--- config.mk ---
export PLATFORM = sky130hd
export DESIGN_NAME = cdb_arbiter_flat
export DESIGN_NICKNAME = d
export VERILOG_FILES = /design/src/rtl/cdb_arbiter_if.sv /design/src/rtl/cdb_arbiter.sv /design/src/flat_wrapper.sv
export SDC_FILE = /design/constraint.sdc
export NUM_CORES = 1
export LEC_CHECK = 0
export ABC_AREA = 0
export BUFFER_PORTS_ARGS = -buffer_cell sky130_fd_sc_hd__buf_2
export CORE_MARGIN = 1.5
export CORE_UTILIZATION = 52
export DETAILED_ROUTE_END_ITERATION = 16
export HOLD_SLACK_MARGIN = 0.05
export PLACE_DENSITY = 0.82
export RECOVER_POWER = 25
export SYNTH_ARGS = -nofsm -noshare
export SYNTH_HDL_FRONTEND = slang
export SYNTH_SLANG_ARGS = --single-unit
--- constraint.sdc ---
create_clock -name clk -period 5.1 [get_ports clk]
set_input_delay 0.765 -clock clk [delete_from_list [all_inputs] [get_ports clk]]
set_output_delay 0.765 -clock clk [all_outputs]
set_load 0.05 [all_outputs]
--- src/rtl/cdb_arbiter_if.sv ---
// CDB arbiter bus: producer results, flush/enable controls and the broadcast.
interface cdb_arbiter_if #(
  parameter int unsigned DATA_W = 32,
  parameter int unsigned TAG_W  = 4
);
  logic              rdy;
  logic              in_rob_clear;
  logic [TAG_W-1:0]  in_alu_reorder;
  logic [DATA_W-1:0] in_alu_value;
  logic [TAG_W-1:0]  in_lsb_reorder;
  logic [DATA_W-1:0] in_lsb_value;
  logic [TAG_W-1:0]  in_br_reorder;
  logic [DATA_W-1:0] in_br_value;
  logic              out_alu_full;
  logic              out_lsb_full;
  logic              out_br_full;
  logic [TAG_W-1:0]  out_cdb_reorder;
  logic [DATA_W-1:0] out_cdb_value;
  logic [1:0]        out_cdb_src;
  logic              out_overflow;

  // Producer / consumer side
  modport master (
    output rdy, in_rob_clear,
    output in_alu_reorder, in_alu_value, in_lsb_reorder, in_lsb_value,
    output in_br_reorder, in_br_value,
    input  out_alu_full, out_lsb_full, out_br_full,
    input  out_cdb_reorder, out_cdb_value, out_cdb_src, out_overflow
  );

  // Arbiter side
  modport slave (
    input  rdy, in_rob_clear,
    input  in_alu_reorder, in_alu_value, in_lsb_reorder, in_lsb_value,
    input  in_br_reorder, in_br_value,
    output out_alu_full, out_lsb_full, out_br_full,
    output out_cdb_reorder, out_cdb_value, out_cdb_src, out_overflow
  );
endinterface

--- src/rtl/cdb_arbiter.sv ---
// Round-robin CDB arbiter: per-source FIFOs (ALU=0, LSB=1, BR=2) feeding one
// registered broadcast per cycle.
// Optional feature: define CDB_BYPASS_EN to let an empty source's live input
// be granted directly in the cycle it arrives.
module cdb_arbiter #(
  parameter int unsigned DATA_W = 32,
  parameter int unsigned TAG_W  = 4,
  parameter int unsigned DEPTH  = 2
) (
  input  logic          clk,
  input  logic          rst,
  cdb_arbiter_if.slave  bus
);
  localparam int unsigned NSRC  = 3;
  localparam int unsigned PTR_W = $clog2(DEPTH);
  localparam int unsigned CNT_W = $clog2(DEPTH + 1);
  localparam int unsigned SRC_W = 2;
`ifdef CDB_BYPASS_EN
  localparam bit BYPASS = 1'b1;
`else
  localparam bit BYPASS = 1'b0;
`endif

  logic [TAG_W-1:0]  mem_tag [NSRC][DEPTH];
  logic [DATA_W-1:0] mem_val [NSRC][DEPTH];

  logic [PTR_W-1:0]  head_q [NSRC];
  logic [PTR_W-1:0]  head_d [NSRC];
  logic [PTR_W-1:0]  tail_q [NSRC];
  logic [PTR_W-1:0]  tail_d [NSRC];
  logic [CNT_W-1:0]  cnt_q  [NSRC];
  logic [CNT_W-1:0]  cnt_d  [NSRC];
  logic [SRC_W-1:0]  last_q, last_d;
  logic [TAG_W-1:0]  cdb_tag_q, cdb_tag_d;
  logic [DATA_W-1:0] cdb_val_q, cdb_val_d;
  logic [SRC_W-1:0]  cdb_src_q, cdb_src_d;
  logic              ovf_q, ovf_d;

  logic [TAG_W-1:0]  in_tag [NSRC];
  logic [DATA_W-1:0] in_val [NSRC];
  logic [NSRC-1:0]   cand, byp, pop, we, push;
  logic              found;
  logic [SRC_W-1:0]  gnt, sel;

  function automatic logic [SRC_W-1:0] next_src(input logic [SRC_W-1:0] s);
    return (s == SRC_W'(NSRC - 1)) ? '0 : s + SRC_W'(1);
  endfunction

  // Gather per-source inputs into indexable arrays
  always_comb begin
    in_tag[0] = bus.in_alu_reorder;
    in_val[0] = bus.in_alu_value;
    in_tag[1] = bus.in_lsb_reorder;
    in_val[1] = bus.in_lsb_value;
    in_tag[2] = bus.in_br_reorder;
    in_val[2] = bus.in_br_value;
  end

  // Grant selection, queue pointer/count update and broadcast next-state
  always_comb begin
    head_d    = head_q;
    tail_d    = tail_q;
    cnt_d     = cnt_q;
    last_d    = last_q;
    cdb_tag_d = cdb_tag_q;
    cdb_val_d = cdb_val_q;
    cdb_src_d = cdb_src_q;
    ovf_d     = ovf_q;
    cand      = '0;
    byp       = '0;
    pop       = '0;
    we        = '0;
    push      = '0;
    found     = 1'b0;
    gnt       = '0;
    sel       = last_q;

    if (bus.rdy) begin
      if (bus.in_rob_clear) begin
        for (int s = 0; s < NSRC; s++) begin
          head_d[s] = '0;
          tail_d[s] = '0;
          cnt_d[s]  = '0;
        end
        cdb_tag_d = '0;
      end else begin
        for (int s = 0; s < NSRC; s++) begin
          if (cnt_q[s] != '0) begin
            cand[s] = 1'b1;
          end else if (BYPASS && (in_tag[s] != '0)) begin
            cand[s] = 1'b1;
            byp[s]  = 1'b1;
          end
        end

        // Search last+1, last+2, last
        for (int k = 0; k < NSRC; k++) begin
          sel = next_src(sel);
          if (!found && cand[sel]) begin
            found = 1'b1;
            gnt   = sel;
          end
        end

        if (found) begin
          last_d    = gnt;
          cdb_src_d = gnt;
        end else begin
          cdb_tag_d = '0;
        end

        for (int s = 0; s < NSRC; s++) begin
          if (found && (gnt == SRC_W'(s))) begin
            if (byp[s]) begin
              cdb_tag_d = in_tag[s];
              cdb_val_d = in_val[s];
            end else begin
              cdb_tag_d = mem_tag[s][head_q[s]];
              cdb_val_d = mem_val[s][head_q[s]];
              pop[s]    = 1'b1;
            end
          end
          push[s] = (in_tag[s] != '0) && !(found && byp[s] && (gnt == SRC_W'(s)));
          if (push[s]) begin
            if ((cnt_q[s] != CNT_W'(DEPTH)) || pop[s]) begin
              we[s] = 1'b1;
            end else begin
              ovf_d = 1'b1;
            end
          end
          if (pop[s]) begin
            head_d[s] = head_q[s] + PTR_W'(1);
          end
          if (we[s]) begin
            tail_d[s] = tail_q[s] + PTR_W'(1);
          end
          cnt_d[s] = cnt_q[s] + CNT_W'(we[s]) - CNT_W'(pop[s]);
        end
      end
    end
  end

  // Queue storage; contents need no reset since pointers define validity
  always_ff @(posedge clk) begin
    for (int s = 0; s < NSRC; s++) begin
      if (we[s]) begin
        mem_tag[s][tail_q[s]] <= in_tag[s];
        mem_val[s][tail_q[s]] <= in_val[s];
      end
    end
  end

  // State and broadcast registers
  always_ff @(posedge clk) begin
    if (rst) begin
      for (int s = 0; s < NSRC; s++) begin
        head_q[s] <= '0;
        tail_q[s] <= '0;
        cnt_q[s]  <= '0;
      end
      last_q    <= SRC_W'(NSRC - 1);
      cdb_tag_q <= '0;
      cdb_val_q <= '0;
      cdb_src_q <= '0;
      ovf_q     <= 1'b0;
    end else begin
      head_q    <= head_d;
      tail_q    <= tail_d;
      cnt_q     <= cnt_d;
      last_q    <= last_d;
      cdb_tag_q <= cdb_tag_d;
      cdb_val_q <= cdb_val_d;
      cdb_src_q <= cdb_src_d;
      ovf_q     <= ovf_d;
    end
  end

  assign bus.out_alu_full    = (cnt_q[0] == CNT_W'(DEPTH));
  assign bus.out_lsb_full    = (cnt_q[1] == CNT_W'(DEPTH));
  assign bus.out_br_full     = (cnt_q[2] == CNT_W'(DEPTH));
  assign bus.out_cdb_reorder = cdb_tag_q;
  assign bus.out_cdb_value   = cdb_val_q;
  assign bus.out_cdb_src     = cdb_src_q;
  assign bus.out_overflow    = ovf_q;
endmodule

--- src/flat_wrapper.sv ---
// flat-port wrapper written by rule: the top's interface ports become plain ports
module cdb_arbiter_flat 
#(
  parameter int unsigned DATA_W = 32,
  parameter int unsigned TAG_W  = 4,
  parameter int unsigned DEPTH  = 2
)
  (clk, rst, bus_rdy, bus_in_rob_clear, bus_in_alu_reorder, bus_in_alu_value, bus_in_lsb_reorder, bus_in_lsb_value, bus_in_br_reorder, bus_in_br_value, bus_out_alu_full, bus_out_lsb_full, bus_out_br_full, bus_out_cdb_reorder, bus_out_cdb_value, bus_out_cdb_src, bus_out_overflow);
  cdb_arbiter_if #(.DATA_W(DATA_W), .TAG_W(TAG_W)) bus_i ();
  input  logic clk;
  input  logic rst;
  input wire logic [$bits(bus_i.rdy)-1:0] bus_rdy;
  input wire logic [$bits(bus_i.in_rob_clear)-1:0] bus_in_rob_clear;
  input wire logic [$bits(bus_i.in_alu_reorder)-1:0] bus_in_alu_reorder;
  input wire logic [$bits(bus_i.in_alu_value)-1:0] bus_in_alu_value;
  input wire logic [$bits(bus_i.in_lsb_reorder)-1:0] bus_in_lsb_reorder;
  input wire logic [$bits(bus_i.in_lsb_value)-1:0] bus_in_lsb_value;
  input wire logic [$bits(bus_i.in_br_reorder)-1:0] bus_in_br_reorder;
  input wire logic [$bits(bus_i.in_br_value)-1:0] bus_in_br_value;
  output wire logic [$bits(bus_i.out_alu_full)-1:0] bus_out_alu_full;
  output wire logic [$bits(bus_i.out_lsb_full)-1:0] bus_out_lsb_full;
  output wire logic [$bits(bus_i.out_br_full)-1:0] bus_out_br_full;
  output wire logic [$bits(bus_i.out_cdb_reorder)-1:0] bus_out_cdb_reorder;
  output wire logic [$bits(bus_i.out_cdb_value)-1:0] bus_out_cdb_value;
  output wire logic [$bits(bus_i.out_cdb_src)-1:0] bus_out_cdb_src;
  output wire logic [$bits(bus_i.out_overflow)-1:0] bus_out_overflow;
  assign bus_i.rdy = bus_rdy;
  assign bus_i.in_rob_clear = bus_in_rob_clear;
  assign bus_i.in_alu_reorder = bus_in_alu_reorder;
  assign bus_i.in_alu_value = bus_in_alu_value;
  assign bus_i.in_lsb_reorder = bus_in_lsb_reorder;
  assign bus_i.in_lsb_value = bus_in_lsb_value;
  assign bus_i.in_br_reorder = bus_in_br_reorder;
  assign bus_i.in_br_value = bus_in_br_value;
  assign bus_out_alu_full = bus_i.out_alu_full;
  assign bus_out_lsb_full = bus_i.out_lsb_full;
  assign bus_out_br_full = bus_i.out_br_full;
  assign bus_out_cdb_reorder = bus_i.out_cdb_reorder;
  assign bus_out_cdb_value = bus_i.out_cdb_value;
  assign bus_out_cdb_src = bus_i.out_cdb_src;
  assign bus_out_overflow = bus_i.out_overflow;
  cdb_arbiter #(.DATA_W(DATA_W), .TAG_W(TAG_W), .DEPTH(DEPTH)) u_core (.clk(clk), .rst(rst), .bus(bus_i));
endmodule
==> metrics.md <==
| Metric | Value |
|---|---|
| Vias in the first global route | `6,554` |
| Post-Syn Area | `10,960 µm²` |
| Design internal power | `0.003899 W` |
| Synth unique cells | `59` |
| Worst EP required | `5500 ps` |
| Switching share of total power | `24.15%` |
| ANT nets after route | `0` |
| DRC Markers | `0` |
| Total power | `0.005140 W` |
| Die width | `148.2 µm` |
| Latest clock arrival within the worst-skew pair | `530 ps` |
| Final wirelength | `23,800 µm` |
| Share of layout cells above drive strength 1 | `31.20%` |
| WHS Endpoint | `u_core.mem_val[0][42]` |
| Clk network pwr share | `39.0%` |
| P&R area growth vs syn | `16.42%` |
| CTS tree | `built` |
| HP Start | `bus_in_alu_value[10]` |
| Crit start category | `flop` |
| Crit path kind | `flop to flop` |
| HP Class | `input pin to flop` |
| WL/cell | `21.69 µm` |
| Resized Gates After CTS | `0` |
| Top_reg_cell synth | `edfxtp_1` |
| Clock-pin slew on the worst setup and hold paths | `60 ps` |
| Post-synth EDFFs | `216` |
| TritonCTS Buffers | `27` |
| Core area | `20,430 µm²` |
| Mean post-synth cell area | `16.65 µm²` |
| IO buf count | `153` |
| Comb power frac | `11.9%` |
| Setup Skew | `23.66 ps` |
| Worst VDD drop | `0.0003339 V` |
| Worst-Margin Slew | `1255 ps` |
| Flop pwr share | `49.1%` |
| First-pass GRT wire length | `36,710 µm` |
| Hold path depth | `1` |
| Initial antenna violation count | `0` |
| Die Ht | `148.2 µm` |
| Via density | `5.735` |
| #FFs+latches synth | `268` |
| I/O Pins | `154` |
| Slew headroom | `16.34%` |
| R2R cell count | `4` |
| R2r startpoint | `u_core.cnt_q[2]` |
| Pre-CTS setup slack | `1905 ps` |
| Initial DRC Count | `538` |
| Post-DP HPWL | `15,660 µm` |
| Post-synth ARST share | `0%` |
| Worst R2R Setup Slack | `2250 ps` |
| Yosys top cell by area | `edfxtp_1` |
| Clock buffer depth | `3` |
| ANT cells | `0` |
| Post-route clock period utilization | `55.89%` |
| Clk sinks | `268` |
| RR Endpoint | `u_core.bus.out_cdb_value[31]` |
| Net Switching | `0.001241 W` |
| Synth Instances | `658` |
| Via count | `6,291` |
| Pwr/cell area | `403.0 nW/µm²` |
| DRT Pass-1 Iters | `5` |
| Post-CTS Setup Repair Bufs | `0` |
| Seq/Total Area, Yosys | `68.71%` |
| Minimum clock period | `2851 ps` |
| Largest net degree at the start of global routing | `39` |
| Synth top area share | `59.21%` |
| WP data arrival | `3250 ps` |
| Worst hold margin | `424.1 ps` |
| Hold Buf Count CTS | `0` |
| RSZ-0062 raised after global routing | `no` |
| PnR worst setup slack | `2249 ps` |
| CP max FO | `32` |
| Row cnt | `52` |
| Grt total ovfl | `0` |
| Lkg Pwr | `4.366 nW` |
| CTS H-tree lvls | `1` |
| Routability Congestion | `0.8653` |
| NumNets Final | `925` |
| Max Clock Freq | `350.8 MHz` |
| Final setup viols | `0` |
| Total track usage | `21.91%` |
| Final Hold Viols | `0` |
| Starting density of the core | `53.63%` |
| Final Max Tran Viols | `0` |
| Clock root cell | `clkbuf_16` |
| Crit path capture type | `flop` |
| Die outline area | `21,950 µm²` |
| Synth top area cells | `edfxtp_1 (59%), mux2i_1 (9.6%), dfxtp_1 (9.5%), o221ai_2 (4.1%), mux2_4 (3.6%)` |
| YS warnings | `0` |
| Status | `complete, no violations` |
| Max cap viols | `0` |
| Synthesized Nets | `776` |
[cell families (layout without fill, tap and decap cells)]
family / after synthesis / count (layout) / synth area share (%)
flops: 268 / 268 / 68.71
xor+xnor: 3 / 3 / 0.2399
fa+ha+maj: 6 / 6 / 0.6852
mux: 141 / 141 / 14.18
buf+inv: 56 / 225 / 2.912
compound gates: 89 / 89 / 8.600
simple gates: 95 / 95 / 4.671
[worst max-delay path, stage by stage, from the launching register on]
cell	delay [ps]
dfxtp_1	370
or2_1	420
o21ai_2	410
nand3_2	970
o221ai_1	520
[power by group through the flow]
| stage | Clock, W | Combinational, W | Sequential [W] |
|---|---|---|---|
| 2_1_floorplan | 0 | 0.000373 | 0.00263 |
| 3_3_place_gp | 0 | 0.000599 | 0.00257 |
| 3_5_place_dp | 0 | 0.000612 | 0.00257 |
| 4_1_cts | 0.00203 | 0.000615 | 0.00252 |
| 5_1_grt | 0.00211 | 0.000652 | 0.00253 |
| 6_report | 0.00200 | 0.000612 | 0.00252 |
[metal layers]
layer	part of all wire [%]	up-vias	GRT usage, %
met5	0	-	0
met4	2.6	0	6.881
met3	7.2	50	3.742
met2	49	284	36.80
met1	41	3055	29.35
li1	-	2902	-
[cells in the mapped netlist, types with 9 or more instances]
cell type,count
inv_1,14
clkbuf_1,14
dfxtp_1,52
nand2b_1,9
buf_6,11
buf_2,12
nand3_1,37
nor2_1,16
edfxtp_1,216
mux2_2,10
mux2i_1,105
mux2_4,26
o221ai_2,30
[through the flow]
step | cell area, µm² | instances | util [%] | setup TNS (ps)
after floorplan | 10960 | 658 | - | -13000
after global placement | 11880 | 1048 | 58.16 | 0
after detailed placement | 11880 | 1048 | 58.16 | 0
after CTS | 12790 | 1097 | 62.63 | 0
after global routing | 12750 | 1097 | 62.43 | 0
final | 12750 | 1097 | 62.43 | 0
[area by class of cell]
class                           count  area [µm²]
Clock buffer                       40       784.5
Multi-Input combinational cell    334        3131
Sequential cell                   268        7531
Timing Repair Buffer              161       785.8
Tap cell                          270       337.8
Clock inverter                      9       128.9
Inverter                           15       56.30
Fill cell                        1495        7675
[state kept, by name (all words and copies together) (netlist names)]
| register | flops |
|---|---|
| u_core.bus.out_cdb_src | 2 |
| u_core.last_q | 1 |
| u_core.tail_q | 3 |
| u_core.cnt_q | 6 |
| u_core.bus.out_overflow | 1 |
| u_core.bus.out_cdb_reorder | 4 |
| u_core.mem_tag | 24 |
| u_core.bus.out_cdb_value | 32 |
| u_core.head_q | 3 |
| u_core.mem_val | 192 |
[how the worst max path moves through the flow]
| stage | start | end | cells after the start |
|---|---|---|---|
| after floorplan | bus_in_rob_clear | u_core.mem_tag[0][12] | 4 |
| after global placement | bus_rdy | u_core.mem_val[0][150] | 3 |
| after detailed placement | bus_rdy | u_core.bus.out_cdb_value[31] | 5 |
| after CTS | u_core.cnt_q[2] | u_core.bus.out_cdb_value[31] | 4 |
| after global routing | u_core.cnt_q[2] | u_core.bus.out_cdb_value[0] | 4 |
| final | u_core.cnt_q[2] | u_core.bus.out_cdb_value[31] | 4 |
[placed cells by master (no fill, tap or decap), types with 5 or more instances in the layout]
master     count
clkbuf_8       6
edfxtp_1     216
mux2_2        10
a21oi_1        6
inv_1         12
nand2_1        8
mux2i_1      105
nand3_1       36
o21ai_0        8
buf_2        121
nor3_1         6
dfxtp_1       49
buf_4          8
o221ai_2      30
ha_1           6
mux2_4        26
nand2b_1       9
clkbuf_1      39
nor2_1        16
a31oi_1        5
clkbuf_16     27
Power figures use the tool's default switching activity.
